### src/rtl/tetris_pkg.sv
// Shared definitions for the falling-piece scheduler.
//   - sched_state_t : scheduler FSM states (also exported on the debug port)
//   - req_t         : which pending request a check is servicing
//   - board geometry and spawn anchor constants
package tetris_pkg;

  localparam int         BOARD_W = 10;
  localparam int         BOARD_H = 24;
  localparam logic [4:0] SPAWN_X = 5'd4;
  localparam logic [5:0] SPAWN_Y = 6'd0;

  typedef enum logic [2:0] {
    ST_IDLE   = 3'd0,
    ST_SETUP  = 3'd1,
    ST_CHECK  = 3'd2,
    ST_COMMIT = 3'd3,
    ST_LAND   = 3'd4
  } sched_state_t;

  typedef enum logic [1:0] {
    REQ_NONE  = 2'd0,
    REQ_LEFT  = 2'd1,
    REQ_RIGHT = 2'd2,
    REQ_GRAV  = 2'd3
  } req_t;

endpackage

### src/rtl/gravity_timer.sv
// Gravity tick generator.
//   clk, resetn : clock, asynchronous active-low reset
//   run         : counter advances only while high
//   restart     : synchronous return to count 0 (has priority over run)
//   tick        : one-cycle pulse on the cycle the count sits at PERIOD-1
module gravity_timer #(
  parameter int PERIOD = 25000000
) (
  input  logic clk,
  input  logic resetn,
  input  logic run,
  input  logic restart,
  output logic tick
);

  localparam int            CW   = $clog2(PERIOD);
  localparam logic [CW-1:0] LAST = CW'(PERIOD - 1);

  logic [CW-1:0] cnt;

  always_ff @(posedge clk or negedge resetn) begin
    if (!resetn) begin
      cnt <= '0;
    end else if (restart) begin
      cnt <= '0;
    end else if (run) begin
      cnt <= (cnt == LAST) ? '0 : cnt + 1'b1;
    end
  end

  // A restart in the wrap cycle swallows that tick: the period starts over.
  assign tick = run && !restart && (cnt == LAST);

endmodule

### src/rtl/piece_scheduler.sv
// Active-piece scheduler: holds the committed anchor/type of the falling
// piece and sequences move and gravity requests through an external
// collision checker, one request at a time.
//
// Ports
//   clk, resetn                 clock, asynchronous active-low reset
//   spawn, spawn_block[2:0]     new-piece request (accepted only when idle)
//   go_left, go_right           move request pulses (latched while busy)
//   go_down                     soft-drop pulse, only with SOFT_DROP_EN
//   chk_enable/left/right       checker controls
//   chk_complete/chk_collision  checker done strobe and result
//   chk_X[4:0], chk_Y[5:0]      checker-proposed anchor
//   X_anchor, Y_anchor, block   committed piece state
//   landed                      one-cycle pulse when the piece stops falling
//   busy                        a piece is active
//   err                         sticky checker-timeout flag
//   dbg_state                   current FSM state
//
// Checker handshake: chk_left/chk_right are valid from the SETUP cycle
// (chk_enable low) and stay stable while chk_enable is high in CHECK. The
// checker answers with a single-cycle chk_complete together with chk_X,
// chk_Y and chk_collision; the scheduler samples them on that cycle and
// drops chk_enable on the next. No chk_complete within CHK_TIMEOUT cycles
// of chk_enable going high aborts the piece and sets err.
//
// Build option: define SOFT_DROP_EN to add the go_down input.
module piece_scheduler
  import tetris_pkg::*;
#(
  parameter int GRAVITY_PERIOD = 25000000,
  parameter int CHK_TIMEOUT    = 8
) (
  input  logic         clk,
  input  logic         resetn,
  input  logic         spawn,
  input  logic [2:0]   spawn_block,
  input  logic         go_left,
  input  logic         go_right,
`ifdef SOFT_DROP_EN
  input  logic         go_down,
`endif
  output logic         chk_enable,
  output logic         chk_left,
  output logic         chk_right,
  input  logic         chk_complete,
  input  logic         chk_collision,
  input  logic [4:0]   chk_X,
  input  logic [5:0]   chk_Y,
  output logic [4:0]   X_anchor,
  output logic [5:0]   Y_anchor,
  output logic [2:0]   block,
  output logic         landed,
  output logic         busy,
  output logic         err,
  output sched_state_t dbg_state
);

  localparam int             CTW      = (CHK_TIMEOUT > 1) ? $clog2(CHK_TIMEOUT) : 1;
  localparam logic [CTW-1:0] CHK_LAST = CTW'(CHK_TIMEOUT - 1);

  sched_state_t   state, state_d;
  req_t           sel_q, sel_d, svc;
  logic           pend_l, pend_r, pend_g;
  logic           set_l, set_r, set_g;
  logic           clr_l, clr_r, clr_g, clr_all;
  logic           load_spawn, do_commit, set_err;
  logic           active;
  logic           grav_tick, grav_restart;
  logic           chk_timeout;
  logic [CTW-1:0] chk_cnt;

  assign active = (state != ST_IDLE);

  // ---------------------------------------------------------------- gravity
`ifdef SOFT_DROP_EN
  logic soft_drop;
  assign soft_drop    = go_down && active;
  assign grav_restart = load_spawn || soft_drop;
  assign set_g        = grav_tick || soft_drop;
`else
  assign grav_restart = load_spawn;
  assign set_g        = grav_tick;
`endif

  gravity_timer #(
    .PERIOD (GRAVITY_PERIOD)
  ) u_gravity_timer (
    .clk     (clk),
    .resetn  (resetn),
    .run     (active),
    .restart (grav_restart),
    .tick    (grav_tick)
  );

  // Move requests are ignored while no piece is active.
  assign set_l = go_left  && active;
  assign set_r = go_right && active;

  // Request arbitration: left > right > gravity; left and right together
  // cancel each other and produce no check.
  always_comb begin
    svc = REQ_NONE;
    if (pend_l && pend_r) begin
      svc = REQ_NONE;
    end else if (pend_l) begin
      svc = REQ_LEFT;
    end else if (pend_r) begin
      svc = REQ_RIGHT;
    end else if (pend_g) begin
      svc = REQ_GRAV;
    end
  end

  // Checker time-out: counts CHECK cycles; the last allowed one is CHK_LAST.
  assign chk_timeout = !chk_complete && (chk_cnt == CHK_LAST);

  // ------------------------------------------------------ next state logic
  always_comb begin
    state_d    = state;
    sel_d      = sel_q;
    clr_l      = 1'b0;
    clr_r      = 1'b0;
    clr_g      = 1'b0;
    clr_all    = 1'b0;
    load_spawn = 1'b0;
    do_commit  = 1'b0;
    set_err    = 1'b0;
    case (state)
      ST_IDLE: begin
        if (spawn) begin
          load_spawn = 1'b1;
          state_d    = ST_SETUP;
        end
      end
      ST_SETUP: begin
        if (pend_l && pend_r) begin
          clr_l   = 1'b1;
          clr_r   = 1'b1;
          state_d = ST_COMMIT;
        end else if (svc != REQ_NONE) begin
          sel_d   = svc;
          state_d = ST_CHECK;
        end else begin
          // Nothing to service (fresh spawn): park until a request arrives.
          state_d = ST_COMMIT;
        end
      end
      ST_CHECK: begin
        if (chk_complete) begin
          if (sel_q == REQ_GRAV && chk_collision) begin
            state_d = ST_LAND;
            clr_all = 1'b1;
          end else begin
            do_commit = 1'b1;
            state_d   = ST_COMMIT;
            clr_l     = (sel_q == REQ_LEFT);
            clr_r     = (sel_q == REQ_RIGHT);
            clr_g     = (sel_q == REQ_GRAV);
          end
        end else if (chk_timeout) begin
          set_err = 1'b1;
          clr_all = 1'b1;
          state_d = ST_IDLE;
        end
      end
      ST_COMMIT: begin
        if (pend_l || pend_r || pend_g) begin
          state_d = ST_SETUP;
        end
      end
      ST_LAND: begin
        clr_all = 1'b1;
        state_d = ST_IDLE;
      end
      default: begin
        state_d = ST_IDLE;
      end
    endcase
  end

  // ------------------------------------------------------------ registers
  always_ff @(posedge clk or negedge resetn) begin
    if (!resetn) begin
      state <= ST_IDLE;
      sel_q <= REQ_NONE;
    end else begin
      state <= state_d;
      sel_q <= sel_d;
    end
  end

  always_ff @(posedge clk or negedge resetn) begin
    if (!resetn) begin
      chk_cnt <= '0;
    end else if (state == ST_CHECK) begin
      chk_cnt <= chk_cnt + 1'b1;
    end else begin
      chk_cnt <= '0;
    end
  end

  // A request arriving in the same cycle its bit is serviced stays pending;
  // abandoning the piece (land, time-out, new spawn) drops everything.
  always_ff @(posedge clk or negedge resetn) begin
    if (!resetn) begin
      pend_l <= 1'b0;
      pend_r <= 1'b0;
      pend_g <= 1'b0;
    end else if (load_spawn || clr_all) begin
      pend_l <= 1'b0;
      pend_r <= 1'b0;
      pend_g <= 1'b0;
    end else begin
      pend_l <= set_l || (pend_l && !clr_l);
      pend_r <= set_r || (pend_r && !clr_r);
      pend_g <= set_g || (pend_g && !clr_g);
    end
  end

  always_ff @(posedge clk or negedge resetn) begin
    if (!resetn) begin
      X_anchor <= '0;
      Y_anchor <= '0;
      block    <= '0;
    end else if (load_spawn) begin
      X_anchor <= SPAWN_X;
      Y_anchor <= SPAWN_Y;
      block    <= spawn_block;
    end else if (do_commit) begin
      X_anchor <= chk_X;
      Y_anchor <= chk_Y;
    end
  end

  always_ff @(posedge clk or negedge resetn) begin
    if (!resetn) begin
      err <= 1'b0;
    end else if (set_err) begin
      err <= 1'b1;
    end
  end

  // -------------------------------------------------------------- outputs
  // Direction is shown combinationally in SETUP from the arbiter and then
  // from the latched selection in CHECK, so it never glitches between them.
  assign chk_enable = (state == ST_CHECK);
  assign chk_left   = ((state == ST_SETUP) && (svc == REQ_LEFT)) ||
                      ((state == ST_CHECK) && (sel_q == REQ_LEFT));
  assign chk_right  = ((state == ST_SETUP) && (svc == REQ_RIGHT)) ||
                      ((state == ST_CHECK) && (sel_q == REQ_RIGHT));
  assign landed     = (state == ST_LAND);
  assign busy       = active;
  assign dbg_state  = state;

endmodule

### config.mk
export PLATFORM = sky130hd
export DESIGN_NAME = piece_scheduler
export DESIGN_NICKNAME = d
export VERILOG_FILES = /design/src/rtl/tetris_pkg.sv /design/src/rtl/gravity_timer.sv /design/src/rtl/piece_scheduler.sv
export SDC_FILE = /design/constraint.sdc
export NUM_CORES = 1
export LEC_CHECK = 0
export BUFFER_PORTS_ARGS = -buffer_cell sky130_fd_sc_hd__buf_2
export CAP_MARGIN = 20
export CORE_MARGIN = 1
export CORE_UTILIZATION = 40
export CTS_CLUSTER_DIAMETER = 50
export DETAILED_ROUTE_END_ITERATION = 8
export PLACE_DENSITY = 0.62
export SLEW_MARGIN = 30
export SYNTH_ARGS = -nofsm -noshare
export SYNTH_HDL_FRONTEND = slang
export SYNTH_HIERARCHICAL = 1
export SYNTH_SLANG_ARGS = --single-unit
### constraint.sdc
create_clock -name clk -period 2.7 [get_ports clk]
set_clock_uncertainty 0.05 [all_clocks]
set_input_delay 0.135 -clock clk [delete_from_list [all_inputs] [get_ports clk]]
set_output_delay 0.135 -clock clk [all_outputs]
set_load 0.1 [all_outputs]
==> results.txt, run 1 <==
CP Capture Type = flip-flop
synth cell count leaders = dfrtp_1 (51), nand2_1 (26), a31oi_1 (18)
post-synthesis cell count = 267
path type of the worst min-delay path = primary input to flip-flop
die boundary width = 84.0 um
PD cells = 1140 mW/mm^2
Mean Syn Cell Area = 10.1 sq um
Top FF cell, synth = dfrtp_1
ratio of cells with drive above 1 in the final layout = 26.3%
WL/cell = 15.0 um
final worst path period share = 85.9%
worst-path fanout max = 33
Multi-input gate area = 0.00133 sq mm
Vias = 2289
fraction of registers with async set/reset = 100%
Filler Cell Count = 595
Die H = 84.0 um
H-tree levels = 2
clk_lat worst skew = 0.31 ns
first-pass GRT wire length = 10.7 mm
final core utilization = 51.7%
post-synthesis instance area = 0.00269 sq mm
DR pass1 iterations = 4
via density per instance = 5.56
number of synthesized flops with an enable pin = 0
total global-route track usage = 19.1%
max-slew violations = 0
Core Footprint = 0.00642 sq mm
Hold Fails Final Rpt = 0
hold depth = 2
IO Pins = 44
clk buf depth = 2
GP Congestion = 0.780
vias in the first global route = 2151
critical path startpoint category = flip-flop
Worst EP arrival = 2.52 ns
Synth top area share = 47.5%
Max Fclk = 431 MHz
register area share after synthesis = 47.5%
setup TNS = 0 ns
clock transition at the registers of the reported paths = 0.10 ns
clk root buf = clkbuf_8
PortBufs = 43
Die Footprint = 0.00705 sq mm
crit path kind = flip-flop to flip-flop
CTS-repair resized insts = 0
Row Count = 29
VDD IR-drop max = 1.10 mV
top cells by area, synth = dfrtp_1 (48%), a22o_1 (4.2%), a31oi_1 (4.2%)
# Max-Cap Violations = 0
Initial Util = 41.8%
RSZ-0062 raised after global routing = false
hold_sp = chk_Y[5]
R2R Path End = u_gravity_timer/cnt[9]$_DFFE_PN0P_
largest net degree at the start of global routing = 34
Worst-Margin Slew = 0.776 ns
Area Growth Syn to Fin = 23.6%
syn_nets = 291
GRT overflow = 0
Pleak = 1.52 nW
ant diodes = 0
Synth area leader = dfrtp_1
fin crit period = 2.32 ns
# setup viols final = 0
Layout Nets = 358
outcome = finished clean
DR iter-0 viols = 143
Power Total = 0.00378 W
Routed Antenna Nets = 0
Post-Route WL = 6.19 mm
Worst Reg-to-Reg Cells = 7
initial antenna violation count = 0
Yosys cell types = 54
CTS Buf Count = 5
Sink Count = 51
DP HPWL = 4.20 mm
residual DRC count = 0
TritonCTS clock tree = built
Slew HR = 48.2%
most instantiated library cell after synthesis = dfrtp_1
Crit Reg-Reg Startpoint = u_gravity_timer/cnt[0]$_DFFE_PN0P_
YS warnings = 6
Hold EP = Y_anchor[5]$_DFFE_PN0P_
FF/Latch Area = 0.00128 sq mm
Yosys reg bits = 51
R2R Setup Slk = 0.38 ns
Worst EP required = 2.90 ns
[kinds of logic after synthesis]
family / share of synthesized area (%)
compound gates: 20.8
xor+xnor: 0.326
fa+ha+maj: 1.40
buf+inv: 4.42
flops: 47.5
mux: 1.68
simple gates: 23.9
[cell type report]
type,count,share of cell area [%]
well taps,77,2.90
clock buffers,5,2.07
repair buffers,72,14.1
flip-flops and latches,51,38.6
multi-input cells,196,40.0
clock inverters,3,1.43
inverters,8,0.905
[worst max path at each step]
| stage | startpoint | to | slack, ns | cells past startpoint |
|---|---|---|---|---|
| after floorplan | dbg_state[1]$_DFFE_PN0P_ | chk_left | 0.05 | 4 |
| after global placement | u_gravity_timer/cnt[0]$_DFFE_PN0P_ | u_gravity_timer/cnt[9]$_DFFE_PN0P_ | 0.12 | 7 |
| after detailed placement | u_gravity_timer/cnt[0]$_DFFE_PN0P_ | u_gravity_timer/cnt[9]$_DFFE_PN0P_ | 0.43 | 7 |
| after CTS | u_gravity_timer/cnt[0]$_DFFE_PN0P_ | u_gravity_timer/cnt[9]$_DFFE_PN0P_ | 0.39 | 7 |
| after global routing | u_gravity_timer/cnt[0]$_DFFE_PN0P_ | u_gravity_timer/cnt[9]$_DFFE_PN0P_ | 0.23 | 7 |
| final | u_gravity_timer/cnt[0]$_DFFE_PN0P_ | u_gravity_timer/cnt[9]$_DFFE_PN0P_ | 0.38 | 7 |
[worst max-delay path: stages (launching register included)]
cell and delay, ns:
dfrtp_1 0.43, ha_1 0.24, nand2_1 0.09, nor4_1 0.09, a21oi_4 0.64, buf_4 0.29
or3b_1 0.35, nand3_1 0.08
[stage by stage]
stage	std cells	worst slack, ns	instance area [sq um]	hold slack [ns]
after detailed placement	390	0.425	3060	0.116
final	412	0.382	3320	0.00761
after CTS	412	0.393	3320	0.00117
after global placement	390	0.118	3060	0.112
after global routing	412	0.226	3320	0.00155
after floorplan	267	0.0489	2720	-0.211
[registers in the layout, summed over array words and instances (netlist names)]
signal               count
sel_q                    2
block                    3
pend_l                   1
u_gravity_timer/cnt     25
dbg_state                3
pend_r                   1
chk_cnt                  3
Y_anchor                 6
err                      1
X_anchor                 5
pend_g                   1
[where the power goes]
part | leakage, nW | switching [W] | internal, W
sequential | 0.673 | 0.000163 | 0.000941
combinational | 0.789 | 0.00158 | 0.000539
clock | 0.0587 | 0.000276 | 0.000281
[layer usage]
| metal | up-vias | routed length, um | GRT usage, % |
|---|---|---|---|
| met3 | 4 | 141 | 3.17 |
| met1 | 1100 | 3120 | 27.4 |
| li1 | 1152 | - | - |
| met2 | 33 | 2870 | 29.4 |
| met5 | - | 0 | 0 |
| met4 | 0 | 65 | 5.64 |
[layout by cell type, fill, tap and decap left out, types with 3 or more instances in the layout]
cell type and count:
a22o_1 13, buf_2 43, clkbuf_8 5, and4_1 3
dfrtp_2 3, a41oi_1 3, nor4_1 3, nor3_1 4
mux2_2 4, dfrtp_1 48, nand2b_1 7, inv_1 8
and3_1 3, o21ai_1 3, nand4bb_1 3, nor2_1 17
a31oi_1 18, nor2b_1 3, nand2_1 26, dlygate4sd3_1 14
nand4_1 5, ha_1 3, nand3_1 16, a211oi_1 3
a21o_1 3, and2_1 5, o21ai_0 9, buf_4 15
a21oi_1 10
[timing repair]
action / 4_1_cts / 5_1_grt
endpoints found under the hold margin: 34 / 0
hold buffers: 14 / 0
setup buffers: 0 / 0
Power figures use the tool's default switching activity.
==> inputs of run 2 (changes only) <==
Settings changed: CTS_BUF_LIST from default to sky130_fd_sc_hd__clkbuf_2, CTS_CLUSTER_SIZE from default to 12.
==> run 2 against run 1 <==
Hold slack better by 0.095 ns. Fmax fell by 6.0%. Non-clock buffer count rose by 5. Clock power fell by 23%. Worst setup slack got worse by 0.15 ns. Critical path type is now flip-flop to output pin. Register-to-register slack got worse by 0.02 ns. Wire length rose by 0.18%. Via count up 2.5%. First-iteration DRC count down 34%. Clock-buffer cell count unchanged. Highest routed layer unchanged. Sequential power barely moved. Largest power group unchanged.
==> results.txt, run 2 (synthesized netlist as in run 1, its figures left out) <==
outcome = finished clean
RSZ-0062 raised after global routing = false
clock transition at the registers of the reported paths = 0.28 ns (+0.18 ns)
via density per instance = 5.63 (+1.3%)
ant diodes = 0 (unchanged)
Worst-Margin Slew = 0.761 ns (-0.0153 ns)
Sink Count = 51 (unchanged)
Initial Util = 41.8% (unchanged)
PortBufs = 43 (unchanged)
Worst EP arrival = 2.28 ns (-0.24 ns)
path type of the worst min-delay path = primary input to asynchronous set/reset pin
# setup viols final = 0 (unchanged)
CTS-repair resized insts = 0 (unchanged)
Row Count = 29 (unchanged)
Vias = 2347 (+2.5%)
met3 usage = 3.76% (+0.59 points)
max-slew violations = 0 (unchanged)
ratio of cells with drive above 1 in the final layout = 25.9% (-0.39 points)
grt met1 use = 27.6% (+0.13 points)
CP Cell Sequence = buf_4, or3b_4, nor2_1, a32o_4, buf_2
first-pass GRT wire length = 10.8 mm (+0.90%)
combinational power share = 58.0% (+2.0 points)
Post-Route WL = 6.20 mm (+0.18%)
CP Capture Type = output pin
P_sw = 0.00201 W (-0.36%)
Layout Nets = 363 (+1.4%)
fin crit period = 2.47 ns (+0.148 ns)
internal cell power = 0.00165 W (-6.6%)
vias in the first global route = 2178 (+1.3%)
Die Footprint = 0.00705 sq mm (unchanged)
most common cell after layout, fill and taps aside = dfrtp_1
Routed Antenna Nets = 0 (unchanged)
VDD IR-drop max = 1.10 mV (about the same)
total global-route track usage = 19.2% (+0.19 points)
CTS Buf Count = 5 (unchanged)
Max Fclk = 406 MHz (-6.0%)
Top Usage Layer GRT = met2
Worst EP required = 2.52 ns (-0.38 ns)
TritonCTS clock tree = built
critical path startpoint category = flip-flop
DR pass1 iterations = 6 (+2)
die boundary width = 84.0 um (unchanged)
residual DRC count = 0 (unchanged)
worst-path fanout max = 13 (-61%)
Sw Share = 55.0% (+1.6 points)
Largest regs = u_gravity_timer/cnt (25), Y_anchor (6), X_anchor (5)
commonest cells after routing, fill and taps aside = dfrtp_1 (48), buf_2 (43), nand2_1 (26)
Filler Cell Count = 599 (+0.67%)
largest net degree at the start of global routing = 34 (unchanged)
Hold Fails Final Rpt = 0 (unchanged)
# Max-Cap Violations = 0 (unchanged)
share of power burned in registers = 30.2% (+1.0 points)
Worst path max stage delay = 0.50 ns (-0.14 ns)
setup ws final = 0.234 ns (-0.148 ns)
PD cells = 1100 mW/mm^2 (-3.4%)
clk buf depth = 2 (unchanged)
max reg flops = 25 (unchanged)
pre-CTS setup slack = 0.425 ns (unchanged)
final worst path period share = 91.3% (+5.5 points)
Largest Register = u_gravity_timer/cnt
DP HPWL = 4.20 mm (unchanged)
Core Footprint = 0.00642 sq mm (unchanged)
GP Congestion = 0.780 (unchanged)
IO Pins = 44 (unchanged)
Slowest cell on crit path = dfrtp_2
WL/cell = 14.9 um (-1.0%)
initial antenna violation count = 0 (unchanged)
H-tree levels = 2 (unchanged)
GRT overflow = 0 (unchanged)
Slew HR = 49.2% (+1.0 points)
power share of the clock group = 11.8% (-2.9 points)
clk_lat worst skew = 0.45 ns (+0.14 ns)
Area Growth Syn to Fin = 23.8%
Pleak = 1.53 nW (+0.37%)
crit path kind = flip-flop to output pin
GR Util met2 = 30.0% (+0.52 points)
DR iter-0 viols = 95 (-34%)
setup TNS = 0 ns (unchanged)
Die H = 84.0 um (unchanged)
clk root buf = clkbuf_2
## run 2: cell count changes in the layout (fill, tap and decap cells not counted), sizes merged
cell	previous run	this run
dlygate4sd3	14	19
## run 2: cell type report
class                           instances  area [sq um]  share of cell area [%]
Timing Repair Buffer                   77           518                    15.6
Inverter                                8          30.0                   0.903
Clock buffer                            5          25.0                   0.752
Multi-Input combinational cell        196          1330                    40.0
Clock inverter                          3          47.5                    1.43
Tap cell                               77          96.3                    2.90
Sequential cell                        51          1280                    38.5
## run 2: routing by layer
metal,wire length (um),vias to the layer above
li1,-,1162
met5,0,-
met3,203,7
met1,3020,1133
met4,61,0
met2,2920,45
## run 2: critical path, delay by kind of cell (launching register included)
family                 cells  cell delay, ns
AOI/OAI and AO/OA          1            0.15
buffers and inverters      2            0.60
DFF                        1            0.50
and+or+nand+nor            2            0.58
## run 2: path summary, 6_finish.rpt
kind	slack, ns	startpoint	cells after the start	end
worst max-delay path	0.23	dbg_state[1]$_DFFE_PN0P_	5	chk_right
worst min-delay path	0.10	resetn	2	sel_q[1]$_DFFE_PN0P_
worst max register to register	0.36	u_gravity_timer/cnt[0]$_DFFE_PN0P_	7	u_gravity_timer/cnt[9]$_DFFE_PN0P_
worst min register to register	0.40	chk_cnt[0]$_DFF_PN0_	1	chk_cnt[0]$_DFF_PN0_
max in group asynchronous	1.85	resetn	3	u_gravity_timer/cnt[24]$_DFFE_PN0P_
min in group clk	0.12	chk_collision	3	dbg_state[2]$_DFFE_PN0P_
## run 2: metrics by stage
step	hold slack, ns	power [W]	instances	area [sq um]	util (%)
5_1_grt	0.0807	0.00387	417	3330	51.8
6_report	0.102	0.00366	417	3330	51.8
2_1_floorplan	-0.211	0.00285	267	2720	-
4_1_cts	0.0715	0.00367	417	3330	51.8
3_5_place_dp	0.116	0.00322	390	3060	47.7
3_3_place_gp	0.112	0.00319	390	3060	47.6
## run 2: timing repair
action                    in CTS  in global routing
hold buffers                  19                  0
buffers inserted               0                  0
hold endpoints to repair      40                  0
## run 2: power by group through the flow
stage	clock network, W	logic (W)	registers [W]
after floorplan	0	0.00106	0.00180
after detailed placement	0	0.00210	0.00111
final	0.000431	0.00212	0.00110
after global routing	0.000482	0.00226	0.00113
after global placement	0	0.00208	0.00111
after CTS	0.000447	0.00213	0.00110
